<file path="src/rtl/alu_muldiv.sv">
// alu_muldiv: multi-cycle RV32M/RV64M multiply/divide unit beside the EXU ALU.
// One operation in flight at a time. Multiplies complete after a fixed-latency
// count. Divides run a radix-2 restoring loop on operand magnitudes and then
// apply the sign fix-up. Division by zero and signed overflow take a short path
// through DIVSPEC. The result leaves as a one-cycle writeback pulse.
module alu_muldiv #(
  parameter int XLEN    = 32,
  parameter int MUL_LAT = 2,
  parameter int TAG_W   = 32
) (
  input  logic             clk,
  input  logic             rst,
  input  logic             in_valid,
  output logic             in_ready,
  input  logic [2:0]       in_op,
  input  logic [XLEN-1:0]  in_rs1,
  input  logic [XLEN-1:0]  in_rs2,
  input  logic [4:0]       in_rd_addr,
  input  logic [TAG_W-1:0] in_tag,
  input  logic             flush,
  output logic             busy,
  output logic             wb_valid,
  output logic [XLEN-1:0]  wb_data,
  output logic [4:0]       wb_rd_addr,
  output logic [TAG_W-1:0] wb_tag
);

  localparam int CNT_W = $clog2(XLEN);
  localparam logic [XLEN-1:0] MIN_V = {1'b1, {(XLEN-1){1'b0}}};

  typedef enum logic [2:0] {
    S_IDLE    = 3'd0,
    S_MUL     = 3'd1,
    S_DIV     = 3'd2,
    S_FIX     = 3'd3,
    S_DIVSPEC = 3'd4,
    S_DONE    = 3'd5
  } state_t;

  state_t            state_r, state_n_s;
  logic [2:0]        op_r;
  logic [4:0]        rd_r;
  logic [TAG_W-1:0]  tag_r;
  // quot_r holds rs1 for multiplies and the dividend/quotient shift register for divides.
  // div_r holds rs2 for multiplies and the divisor magnitude for divides.
  logic [XLEN-1:0]   quot_r, rem_r, div_r;
  logic              neg_q_r, neg_rem_r;
  logic [CNT_W-1:0]  cnt_r;
  logic [XLEN-1:0]   wb_data_r;
  logic [4:0]        wb_rd_r;
  logic [TAG_W-1:0]  wb_tag_r;

  logic              accept_s, div_signed_s, rs1_neg_s, rs2_neg_s, spec_s;
  logic [XLEN-1:0]   rs1_abs_s, rs2_abs_s, res_s;
  logic [XLEN:0]     rem_sh_s, diff_s;
  logic              a_sign_s, b_sign_s;
  logic [2*XLEN+1:0] ma_s, mb_s, prod_s;

  assign in_ready   = (state_r == S_IDLE);
  assign busy       = (state_r != S_IDLE);
  assign wb_valid   = (state_r == S_DONE) & ~flush;
  assign wb_data    = wb_data_r;
  assign wb_rd_addr = wb_rd_r;
  assign wb_tag     = wb_tag_r;

  // Accept-time decode: handshake, operand magnitudes, special-case detection.
  always_comb begin
    accept_s     = in_valid & in_ready & ~flush;
    div_signed_s = ~in_op[0];
    rs1_neg_s    = div_signed_s & in_rs1[XLEN-1];
    rs2_neg_s    = div_signed_s & in_rs2[XLEN-1];
    rs1_abs_s    = rs1_neg_s ? -in_rs1 : in_rs1;
    rs2_abs_s    = rs2_neg_s ? -in_rs2 : in_rs2;
    spec_s       = (in_rs2 == '0) | (div_signed_s & (in_rs1 == MIN_V) & (in_rs2 == '1));
  end

  // Restoring divide step and sign-extended full-width multiply.
  always_comb begin
    rem_sh_s = {rem_r, quot_r[XLEN-1]};
    diff_s   = rem_sh_s - {1'b0, div_r};
    a_sign_s = (op_r != 3'd3) & quot_r[XLEN-1];
    b_sign_s = (op_r == 3'd1) & div_r[XLEN-1];
    ma_s     = {{(XLEN+2){a_sign_s}}, quot_r};
    mb_s     = {{(XLEN+2){b_sign_s}}, div_r};
    prod_s   = ma_s * mb_s;
  end

  // Result selection for the cycle that transitions into DONE.
  always_comb begin
    res_s = '0;
    case (state_r)
      S_MUL: begin
        if (op_r == 3'd0) res_s = prod_s[XLEN-1:0];
        else              res_s = prod_s[2*XLEN-1:XLEN];
      end
      S_FIX: begin
        if (op_r[1]) res_s = neg_rem_r ? -rem_r  : rem_r;
        else         res_s = neg_q_r   ? -quot_r : quot_r;
      end
      S_DIVSPEC: begin
        if (op_r[1]) res_s = rem_r;
        else         res_s = quot_r;
      end
      default: res_s = '0;
    endcase
  end

  // Next-state logic; flush returns any busy state to IDLE.
  always_comb begin
    state_n_s = state_r;
    if (flush && (state_r != S_IDLE)) begin
      state_n_s = S_IDLE;
    end else begin
      case (state_r)
        S_IDLE: begin
          if (!accept_s)      state_n_s = S_IDLE;
          else if (!in_op[2]) state_n_s = S_MUL;
          else if (spec_s)    state_n_s = S_DIVSPEC;
          else                state_n_s = S_DIV;
        end
        S_MUL: begin
          if (cnt_r == '0) state_n_s = S_DONE;
          else             state_n_s = S_MUL;
        end
        S_DIV: begin
          if (cnt_r == '0) state_n_s = S_FIX;
          else             state_n_s = S_DIV;
        end
        S_FIX:     state_n_s = S_DONE;
        S_DIVSPEC: state_n_s = S_DONE;
        S_DONE:    state_n_s = S_IDLE;
        default:   state_n_s = S_IDLE;
      endcase
    end
  end

  // State register.
  always_ff @(posedge clk or posedge rst) begin
    if (rst) state_r <= S_IDLE;
    else     state_r <= state_n_s;
  end

  // Operand capture at accept, multiply countdown, and divide iterations.
  always_ff @(posedge clk or posedge rst) begin
    if (rst) begin
      op_r      <= 3'd0;
      rd_r      <= 5'd0;
      tag_r     <= '0;
      quot_r    <= '0;
      rem_r     <= '0;
      div_r     <= '0;
      neg_q_r   <= 1'b0;
      neg_rem_r <= 1'b0;
      cnt_r     <= '0;
    end else if (accept_s) begin
      op_r      <= in_op;
      rd_r      <= in_rd_addr;
      tag_r     <= in_tag;
      neg_q_r   <= rs1_neg_s ^ rs2_neg_s;
      neg_rem_r <= rs1_neg_s;
      if (!in_op[2]) begin
        quot_r <= in_rs1;
        rem_r  <= '0;
        div_r  <= in_rs2;
        cnt_r  <= CNT_W'(MUL_LAT - 1);
      end else if (spec_s) begin
        quot_r <= (in_rs2 == '0) ? '1 : in_rs1;
        rem_r  <= (in_rs2 == '0) ? in_rs1 : '0;
        div_r  <= in_rs2;
        cnt_r  <= '0;
      end else begin
        quot_r <= rs1_abs_s;
        rem_r  <= '0;
        div_r  <= rs2_abs_s;
        cnt_r  <= CNT_W'(XLEN - 1);
      end
    end else if (state_r == S_MUL) begin
      cnt_r <= cnt_r - CNT_W'(1);
    end else if (state_r == S_DIV) begin
      cnt_r <= cnt_r - CNT_W'(1);
      if (!diff_s[XLEN]) begin
        rem_r  <= diff_s[XLEN-1:0];
        quot_r <= {quot_r[XLEN-2:0], 1'b1};
      end else begin
        rem_r  <= rem_sh_s[XLEN-1:0];
        quot_r <= {quot_r[XLEN-2:0], 1'b0};
      end
    end
  end

  // Writeback registers load on entry to DONE and hold otherwise.
  always_ff @(posedge clk or posedge rst) begin
    if (rst) begin
      wb_data_r <= '0;
      wb_rd_r   <= 5'd0;
      wb_tag_r  <= '0;
    end else if (state_n_s == S_DONE) begin
      wb_data_r <= res_s;
      wb_rd_r   <= rd_r;
      wb_tag_r  <= tag_r;
    end
  end

endmodule

</file>
<file path="config.mk">
export PLATFORM = sky130hd
export DESIGN_NAME = alu_muldiv
export DESIGN_NICKNAME = d
export VERILOG_FILES = /design/src/rtl/alu_muldiv.sv
export SDC_FILE = /design/constraint.sdc
export NUM_CORES = 2
export LEC_CHECK = 0
export CAP_MARGIN = 10
export CORE_ASPECT_RATIO = 0.7
export CORE_UTILIZATION = 34
export CTS_CLUSTER_DIAMETER = 30
export DETAILED_ROUTE_END_ITERATION = 10
export HOLD_SLACK_MARGIN = 0.08
export SETUP_SLACK_MARGIN = 0.05
export SYNTH_ARGS = -nofsm -noshare
export SYNTH_HDL_FRONTEND = slang
export SYNTH_SLANG_ARGS = --single-unit
</file>
<file path="constraint.sdc">
create_clock -name clk -period 18.75 [get_ports clk]
set_clock_uncertainty 0.2 [all_clocks]
set_input_delay 3.75 -clock clk [delete_from_list [all_inputs] [get_ports clk]]
set_output_delay 3.75 -clock clk [all_outputs]
set_load 0.02 [all_outputs]
</file>
==> metrics.md <==
| Metric | Value |
|---|---|
| FILL cells | `15600` |
| EDFF count, synth | `0` |
| Die Height | `roughly 330 µm` |
| Congestion Overflow GR | `0` |
| Worst slew pin tran | `1.26 ns` |
| Final max-slew violation count | `0` |
| Worst setup SP type | `register` |
| Hold Path Class | `register to register` |
| Period utilization | `53.6%` |
| CTS sink cnt | `215` |
| Clk slew on worst S/H paths | `0.05 ns` |
| Initial antenna violation count | `13` |
| CORE AREA | `153000 µm²` |
| Initial drt markers | `3975` |
| First-pass GRT wire length | `284000 µm` |
| Num CTS Buffers | `60` |
| Via density per instance | `5.27` |
| Post-synth ARST share | `100%` |
| Share of post-route cells with drive strength above 1 | `4.63%` |
| Hpwl dp | `about 150000 µm` |
| Netlist Area Pre-Place | `52300 µm²` |
| Die footprint | `155000 µm²` |
| Setup crit end kind | `register` |
| Initial Util | `between 30% and 40%` |
| Max Freq | `99.5 MHz` |
| Largest net degree at the start of global routing | `102` |
| Setup CP Type | `register to register` |
| Count leader, synth | `nand2_1` |
| Die span in x | `471 µm` |
| Area grow syn2layout | `11.6%` |
| Final Wtd Congestion | `0.978` |
| Setup violators final | `0` |
| CTS root buf | `clkbuf_16` |
| Post-synth top cells | `nand2_1, inv_1, fa_1` |
| Sequential fraction of the synthesis area | `10.3%` |
| Syn nets | `7586` |
| Setup TNS | `0 ns` |
| Total vias in the final route | `43000` |
| Required time of the worst setup path | `19.04 ns` |
| Hold buffer count at cts | `0` |
| Hold Fails Final Rpt | `0` |
| # Max-Cap Violations | `0` |
| # port buffers | `179` |
| Post-synth top area share | `43.1%` |
| Post-cts resize count | `0` |
| Yosys cell types | `89` |
| Register area | `between 5000 and 6000 µm²` |
| Clock latency on the worst-skew pair | `0.63 ns` |
| Mapped Cells | `just over 6000` |
| Postcts setup bufs | `0` |
| Clock buffer depth | `3` |
| Crit path max fanout | `30` |
| Total GRT Usage | `24.4%` |
| Multi-input gate area | `41100 µm²` |
| Post-synth top flop | `dfrtp_1` |
| Remaining DRCs | `0` |
| Std-Cell Rows | `120` |
| 1st-pass router iterations | `5` |
| CTS tree | `built` |
| CTS H-tree lvls | `2` |
| Leading post-synthesis cells by cell area | `fa_1, dfrtp_1, nand2_1` |
| Syn avg cell area | `8.57 µm²` |
| Fin crit period | `10.05 ns` |
| Status | `completed` |
| Critical Path AT | `approximately 10 ns` |
| R2R Setup Slk | `8.70 ns` |
| Relative slew slack | `between 10 and 15%` |
| I/O pin cnt | `180` |
| Vias in the first global route | `between 40000 and 50000` |
| Nets | `7569` |
| WL/cell | `22.9 µm` |
| Yosys warnings | `0` |
| Dominant cell type by area after synthesis | `fa_1` |
| ANT nets after route | `0` |
| Register bit count reported by yosys | `215` |
| RSZ-0062 raised after global routing | `false` |
| DRT Wirelength | `186000 µm` |
[per-stage QoR]
stage	setup slack, ns	instance area (µm²)	cells	util, %	hold WS (ns)
6_report	8.70	58300	8153	38.2	0.264
5_1_grt	8.21	58300	8148	38.2	0.285
4_1_cts	8.90	58300	8147	38.2	0.265
3_5_place_dp	8.95	56100	8033	36.7	0.254
3_3_place_gp	9.16	56100	8033	36.7	0.246
2_1_floorplan	8.92	52300	6100	-	0.239
[kinds of logic (layout without fill, tap and decap cells)]
logic type,count (synthesis),in the layout,synth area share [%]
xor gates and xnor gates,175,175,2.93
other,0,5,0
DFF,215,215,10.3
AOI/OAI and AO/OA,751,751,9.05
adders and majority gates,1378,1378,49.1
muxes,19,19,0.366
and+or+nand+nor,1995,1995,17.0
buffers and inverters,1567,1602,11.3
[worst paths after layout]
path                            from     endpoint  cells after the start
hold / removal             tag_r[17]   wb_tag[17]                      2
hold reg to reg            tag_r[17]   wb_tag[17]                      2
setup reg to reg             op_r[0]  wb_data[24]                     26
min in group asynchronous        rst   wb_tag[18]                      2
setup / recovery             op_r[0]  wb_data[24]                     26
max in group asynchronous        rst    div_r[12]                      3
[cell usage in the layout, fill, tap and decap left out, drive strengths merged, types with 13 or more instances in the layout]
master,count
nor2b,18
or3,31
and2,276
a211oi,22
fa,1126
nand2b,21
nor2,233
clkinv,19
o221ai,13
dfrtp,215
nand4,27
inv,1204
nand3,51
mux2i,18
buf,112
o21a,20
a22oi,13
a31oi,38
xor2,61
nor4,18
o41ai,13
o21ai,241
a221oi,13
clkdlybuf4s50,179
o31ai,33
xnor2,114
or2,13
and3,17
nand2,1209
ha,252
nor3,46
a21oi,180
clkbuf,70
a21boi,15
a21o,49
or4,13
[flip-flops by register name (all words and copies together), names as in the netlist, 5 cells and up]
| signal | count |
|---|---|
| div_r | 32 |
| rem_r | 32 |
| tag_r | 32 |
| wb_rd_addr | 5 |
| cnt_r | 5 |
| rd_r | 5 |
| wb_tag | 32 |
| wb_data | 32 |
| quot_r | 32 |
[worst max-delay path, cell delays in order (launching register included)]
cell      delay [ns]
dfrtp_1         0.40
nor2b_1         0.19
a21oi_2         0.15
buf_4           0.36
nand2_1         0.15
inv_1           0.16
fa_1            0.48
fa_1            0.64
fa_1            0.57
inv_1           0.49
fa_1            0.54
fa_1            0.50
fa_1            0.56
fa_1            0.42
fa_1            0.49
inv_1           0.04
ha_1            0.38
a21oi_1         0.24
o21ai_0         0.18
a311oi_1        0.92
o21ai_0         0.35
a221oi_1        0.37
o21a_1          0.34
nor2b_1         0.08
o21a_1          0.18
o311a_1         0.28
a22o_1          0.17
[area by class of cell]
cell class / instances / share of cell area (%)
Tap cell: 2013 / 4.32
Sequential cell: 215 / 9.24
Clock inverter: 44 / 1.06
Inverter: 1197 / 7.71
Multi-Input combinational cell: 4318 / 70.4
Antenna cell: 5 / 0.0214
Clock buffer: 70 / 2.74
Timing Repair Buffer: 291 / 4.53
[routing by layer]
layer | wire [µm] | up-vias | GRT usage, %
li1 | - | 18500 | -
met1 | 84500 | 22200 | 36.2
met2 | 76900 | 2065 | 35.4
met3 | 19800 | 266 | 5.99
met4 | 5190 | 6 | 5.99
met5 | 35 | - | 0
Power is not shown: default switching activity piles up to over one toggle a cycle in this logic, so the estimate is an artifact.
